===== config.mk =====
export PLATFORM = sky130hd
export DESIGN_NAME = denormalize
export DESIGN_NICKNAME = d
export VERILOG_FILES = /design/src/rtl/denormalize.sv
export SDC_FILE = /design/constraint.sdc
export NUM_CORES = 1
export LEC_CHECK = 0
export CAP_MARGIN = 10
export CORE_UTILIZATION = 35
export CTS_BUF_LIST = sky130_fd_sc_hd__clkbuf_8
export CTS_CLUSTER_DIAMETER = 40
export CTS_CLUSTER_SIZE = 24
export DETAILED_ROUTE_END_ITERATION = 6
export PLACE_DENSITY = 0.55
export SLEW_MARGIN = 0
export SYNTH_ARGS = -nofsm -noshare
export SYNTH_HDL_FRONTEND = slang
export SYNTH_SLANG_ARGS = --single-unit

===== constraint.sdc =====
create_clock -name clk -period 2.2 [get_ports clk]
set_input_delay 0.22 -clock clk [delete_from_list [all_inputs] [get_ports clk]]
set_output_delay 0.22 -clock clk [all_outputs]
set_load 0.01 [all_outputs]

===== src/rtl/denormalize.sv =====
`timescale 1ns/1ps
// denormalize: undoes a left normalization by shifting right one bit per
// clock, with optional round-half-up on the last bit shifted out.
module denormalize #(
    parameter int W        = 10,
    parameter int SW       = 5,
    parameter int ROUND_EN = 1
) (
    input  logic          clk,
    input  logic          rst_n,
    input  logic          in_valid,
    output logic          in_ready,
    input  logic [W-1:0]  val_in,
    input  logic [SW-1:0] square_in,
    output logic          out_valid,
    input  logic          out_ready,
    output logic [W-1:0]  val_out,
    output logic          out_err,
    output logic          out_zero
);

    typedef enum logic [1:0] {
        S_IDLE,
        S_SHIFT,
        S_DONE
    } state_t;

    state_t        state_q, state_d;
    logic [W-1:0]  data_q, data_d;
    logic [SW-1:0] cnt_q, cnt_d;
    logic          rbit_q, rbit_d;
    logic [W-1:0]  val_q, val_d;
    logic          err_q, err_d;
    logic          zero_q, zero_d;

    logic          sq_big;
    logic          sq_nil;
    logic          last;
    logic          rnd;
    logic [W-1:0]  last_val;

    assign sq_big = (32'(square_in) >= W);
    assign sq_nil = (square_in == '0);
    assign last   = (cnt_q == SW'(1));
    assign rnd    = (ROUND_EN != 0) && data_q[0];
    assign last_val = (data_q >> 1) + {{(W-1){1'b0}}, rnd};

    // State and datapath registers; reset discards any operation in flight.
    always_ff @(posedge clk or negedge rst_n) begin
        if (!rst_n) begin
            state_q <= S_IDLE;
            data_q  <= '0;
            cnt_q   <= '0;
            rbit_q  <= 1'b0;
            val_q   <= '0;
            err_q   <= 1'b0;
            zero_q  <= 1'b0;
        end else begin
            state_q <= state_d;
            data_q  <= data_d;
            cnt_q   <= cnt_d;
            rbit_q  <= rbit_d;
            val_q   <= val_d;
            err_q   <= err_d;
            zero_q  <= zero_d;
        end
    end

    // Next-state: shifts complete on the edge where the count reaches one.
    always_comb begin
        state_d = state_q;
        unique case (state_q)
            S_IDLE: begin
                if (in_valid) begin
                    state_d = (sq_big || sq_nil) ? S_DONE : S_SHIFT;
                end
            end
            S_SHIFT: begin
                if (last) state_d = S_DONE;
            end
            S_DONE: begin
                if (out_ready) state_d = S_IDLE;
            end
            default: state_d = S_IDLE;
        endcase
    end

    // Datapath: load on accept, shift in SHIFT, publish result on last edge.
    always_comb begin
        data_d = data_q;
        cnt_d  = cnt_q;
        rbit_d = rbit_q;
        val_d  = val_q;
        err_d  = err_q;
        zero_d = zero_q;
        unique case (state_q)
            S_IDLE: begin
                if (in_valid) begin
                    if (sq_big) begin
                        val_d  = '0;
                        err_d  = 1'b1;
                        zero_d = 1'b1;
                    end else if (sq_nil) begin
                        val_d  = val_in;
                        err_d  = 1'b0;
                        zero_d = (val_in == '0);
                    end else begin
                        data_d = val_in;
                        cnt_d  = square_in;
                        rbit_d = 1'b0;
                    end
                end
            end
            S_SHIFT: begin
                data_d = data_q >> 1;
                rbit_d = data_q[0];
                cnt_d  = cnt_q - SW'(1);
                if (last) begin
                    val_d  = last_val;
                    err_d  = 1'b0;
                    zero_d = (last_val == '0);
                end
            end
            default: ;
        endcase
    end

    // Outputs decoded from registered state only.
    always_comb begin
        in_ready  = (state_q == S_IDLE);
        out_valid = (state_q == S_DONE);
        val_out   = val_q;
        out_err   = err_q;
        out_zero  = zero_q;
    end

endmodule


* After elaboration in Yosys (flattened, before gate mapping) *
Index checks and enable logic that the tools add are counted.

word-level totals
  ROM bits = 0
  logic and storage cells = 55
  memories kept = 0
  latch bits = 0
  input port bits = 19
  memory bits (writable) = 0
  output and inout bits = 14
  flip-flop bits (word level) = 29

cells by class
  $mul = 0
  shift operators = 0
  equal/unequal tests = 9
  multiplexer cells = 28
  add/subtract/negate cells = 2
  reduce and logical (&&, ||, !) cells = 9
  magnitude comparators = 1
  bitwise gates (word level) = 0
  divide/modulo/power cells = 0

operator list
  kind                                                                     count
  10-bit two-way mux                                                       7
  10-bit one-hot mux with 2 select lines                                   2
  10-bit zero test                                                         2
  5-bit two-way mux                                                        3
  9-bit by 1-bit adder with 10-bit output                                  1
  5-bit one-hot mux with 2 select lines                                    1
  1-bit two-way mux                                                        8
  2-bit two-way mux                                                        4
  2-bit inequality test, second input constant                             4
  4-bit AND reduction                                                      2
  2-bit one-hot mux with 3 select lines                                    1
  5-bit by 1-bit == test with 1-bit output, second input constant          1
  5-bit by 4-bit >= comparator with 1-bit output, second input constant    1
  5-bit zero test                                                          1
  5-bit by 1-bit subtractor with 5-bit output, second input constant       1
  1-bit one-hot mux with 2 select lines                                    2
  3-bit by 1-bit inequality test with 1-bit output, second input constant  1
  3-bit AND reduction                                                      1
  2-bit by 1-bit == test with 1-bit output, second input constant          1
  2-bit == test, second input constant                                     1
  2-bit zero test                                                          1
  2-bit by 1-bit inequality test with 1-bit output, second input constant  1
  2-bit nonzero test                                                       1
  1-bit logical OR                                                         1

* Longest topological paths before layout *
  depth after elaboration = 5
  gate-level depth with buffers = 8
  depth with buffers taken out = 7

* Worst setup path after synthesis *
No wires, ideal clock.

  path kind = register -> register
  start = reg cnt_q[1]
  end = reg val_q[3], in the netlist val_out[3]
  setup time = 0.120 ns
  stages on the path, launching flop included = 9
  buffers on the path = 1
  path slack = 0.427 ns
  arrival time = 1.652 ns
  cells stage by stage = dfrtp_1 -> inv_1 -> ha_1 -> inv_1 -> o41a_1 -> a311o_1 -> buf_2 -> nand2_1 -> o21ai_2

between the ends
  word-level cells in the longest chain between the ends = 3

RTL lines
  element                                   line  RTL
  start, declared                           30    logic [SW-1:0] cnt_q, cnt_d;
  start signal, assigned                    61    cnt_q <= cnt_d;
  5-bit by 1-bit == test with 1-bit output  44    assign last = (cnt_q == SW'(1));
  2-bit inequality test (no source line)    --
  4-bit AND reduction (no source line)      --
  end signal, assigned                      63    val_q <= val_d;
  end, declared                             32    logic [W-1:0] val_q, val_d;

Every way passes these cells.
A chain may end at the register's enable or synchronous reset.

* Worst setup path after layout *
  start = reg cnt_q[1]
  end = reg val_q[1], in the netlist val_out[1]

Same word-level chain as after synthesis.

==> results.cfg <==
[clocking]
cts-root-buf = clkbuf_8
htreeDepth = 2
hold_buffers = 0
numCtsBuffers = 5
clk_pin_slew_worst_paths_ps = 70
clock_sinks = 29
cts_max_path_buffers = 2
cts_tree = done
cts_resized = 0
post_cts_buffers = 0
clk_latency_ps = 290

[detailed_routing]
drt_wl_total_um = 4010
vias = 1506
viasPerCell = 5.27
dr.pass1.iters = 4
wl_per_cell_um = 14.0
route.detailed.drc = 0
antenna_left = 0
drtIter0Drc = 91

[finish]
antenna_cells = 0
fillers = 476
nets = 255
drive_above_1_share_pct = 10.3
ff_latch_area_um2 = 726
area_growth_pct = 28.0
multi_input_area_um2 = 881

[synth]
synthSimpleGateAreaFrac_pct = 21.5
yosysWarnings = 0
synthAdderAreaFrac_pct = 3.67
seq_area_frac_synth_pct = 42.6
synthFlopType = dfrtp_1
avgSynthCellArea_um2 = 8.64
synth_area_mm2 = 0.00170
synthTopCellsByCount = nand2_1, dfrtp_1, nor2_1
synth.most_common_cell = nand2_1
async_flop_share_pct = 100
synth_area_leaders = dfrtp_1, nand2_1, nor2_1
muxShareOfSynthArea_pct = 0
synth.net_count = 221
synth_cells = 197
synth_top_family_by_area = compound AO/OA/AOI/OAI gates
synth.ff_latch_count = 29
synth-edff-count = 0
yosysTopAreaCell = dfrtp_1
ys_types = 41
synth-compound-area-share_pct = 22.9
synthXorXnorAreaFrac_pct = 3.60
yosysTopAreaCellShare_pct = 42.6

[global_routing]
grt_pass1_vias = 1425
grtUsageTotal_pct = 17.9
grt_max_degree = 30
antenna_found_initial = 0
grt.overflow.total = 0
grt_pass1_wl_um = 7020

[worst_setup_path]
crit_slowest_cell = o41a_1
critPathMaxFanout = 21
crit_type = reg2reg
required_ps = 2360
cpMostUsedCell = inv_1
slowest_delay_ps = 390
worstPathArrival_ps = 2100
path_cells = inv_1, ha_1, inv_1, o41a_1, a311o_1, buf_4, nand2_1, o21ai_0
worstSetupStartpointType = register
end_kind = register

[die]
die_h_um = 71.8
rows = 25
ios = 33
dieWidth_um = 71.8
dieArea_mm2 = 0.00515
start_util_pct = 36.3
core_area_mm2 = 0.00469

[sta]
clock_skew_ps = 4.97
worst_pin_slew_ps = 506
relSlewSlack_pct = 66.3
rsz0062_at_grt = false
setup_viol = 0
fin_crit_sh_pct = 88.2
layout_setup_ws_ps = 260
hold_viol_final = 0
final.min_clock_period_ps = 1940
max_freq_ghz = 0.515
final.setup.tns_ps = 0
slew_viol_final = 0

[place]
io_buffers = 32
gp_congestion = 0.809
dp_hpwl_um = 2870
dp_slack_ps = 232

[hold_path]
min-delay-path-class = in2async

[power_and_ir_drop]
max-vdd-ir-drop_mv = 0.542
power.leakage_nw = 0.884
powerDensity_mw_per_mm2 = 1310

[job]
maxCapViolCount = 0

[run_status]
outcome = finished, final reports clean
==> path summary, 6_finish.rpt <==
kind | startpoint | endpoint | slack [ps] | cells after the start
min in group clk | val_out[4] | val_out[4] | 480 | 2
max in group asynchronous | rst_n | data_q[9] | 1580 | 2
worst max register to register | cnt_q[1] | val_out[1] | 260 | 8
worst min-delay path | rst_n | cnt_q[1] | 330 | 2
worst max-delay path | cnt_q[1] | val_out[1] | 260 | 8
worst min register to register | val_out[4] | val_out[4] | 480 | 2
==> per-stage QoR <==
step	power [mW]	util [%]	hold slack [ps]	instances	instance area, um^2
after global placement	2.42	44.6	462	278	2090
after floorplan	1.93	-	-75.6	197	1700
after detailed placement	2.42	44.6	469	278	2090
after global routing	3.11	46.5	367	286	2180
final	2.85	46.5	334	286	2180
after CTS	2.88	46.5	343	286	2180
==> cell type report <==
class / instances / area share, %
Multi-Input combinational cell: 148 / 40.4
Sequential cell: 29 / 33.3
Timing Repair Buffer: 40 / 18.0
Clock buffer: 5 / 3.16
Tap cell: 54 / 3.10
Inverter: 7 / 1.21
Clock inverter: 3 / 0.804
==> per-layer routing <==
layer / GRT usage [%] / share of wire (%)
met5: 0 / 0
met4: 7.19 / 1.6
met3: 4.92 / 5.0
met2: 25.6 / 41
met1: 25.4 / 53
==> placed cells by master, fill, tap and decap left out, types with 2 or more instances in the layout <==
cell type / netlist / routed
dfrtp_1: 29 / 29
clkbuf_8: 0 / 5
nand3_1: 8 / 8
nand4_1: 3 / 3
nor4_1: 3 / 3
nor2_1: 20 / 20
nor3b_1: 2 / 2
nand2b_1: 5 / 5
inv_1: 7 / 7
ha_1: 5 / 5
nor3_1: 2 / 2
buf_4: 2 / 7
clkinv_2: 0 / 2
a21oi_1: 10 / 10
o21ai_2: 5 / 5
xor2_1: 3 / 3
clkdlybuf4s50_1: 0 / 32
xnor2_1: 4 / 4
a22oi_1: 6 / 6
nor2b_1: 2 / 2
o21ai_1: 4 / 4
o2bb2a_1: 2 / 2
nand2_1: 31 / 31
a31oi_1: 10 / 10
o21ai_0: 7 / 7
==> critical path: cells and delay by family, from the launching register on <==
| family | cells | cell delay (ps) |
|---|---|---|
| AO/OA/AOI/OAI | 3 | 850 |
| adder cells (fa/ha/maj) | 1 | 150 |
| AND/OR/NAND/NOR | 1 | 80 |
| flip-flops | 1 | 380 |
| buffers and inverters | 3 | 360 |
==> cell families after synthesis <==
logic type	Yosys count
simple gates	79
buf+inv	20
compound gates	57
xor+xnor	7
fa+ha+maj	5
flops	29
==> flip-flops by register name (all words and copies together), names as in the netlist <==
name and flops:
out_zero 1, cnt_q 5, out_err 1, data_q 10
val_out 10, state_q 2
==> power by group <==
group          total [mW]  internal (mW)  leakage [nW]  switching (mW)
Combinational        1.38          0.676         0.487           0.700
Sequential           1.03          0.772         0.353           0.260
Clock               0.442          0.218        0.0439           0.224
Total                2.85           1.67         0.884            1.18
No activity file was read; power rests on OpenSTA's default activity.
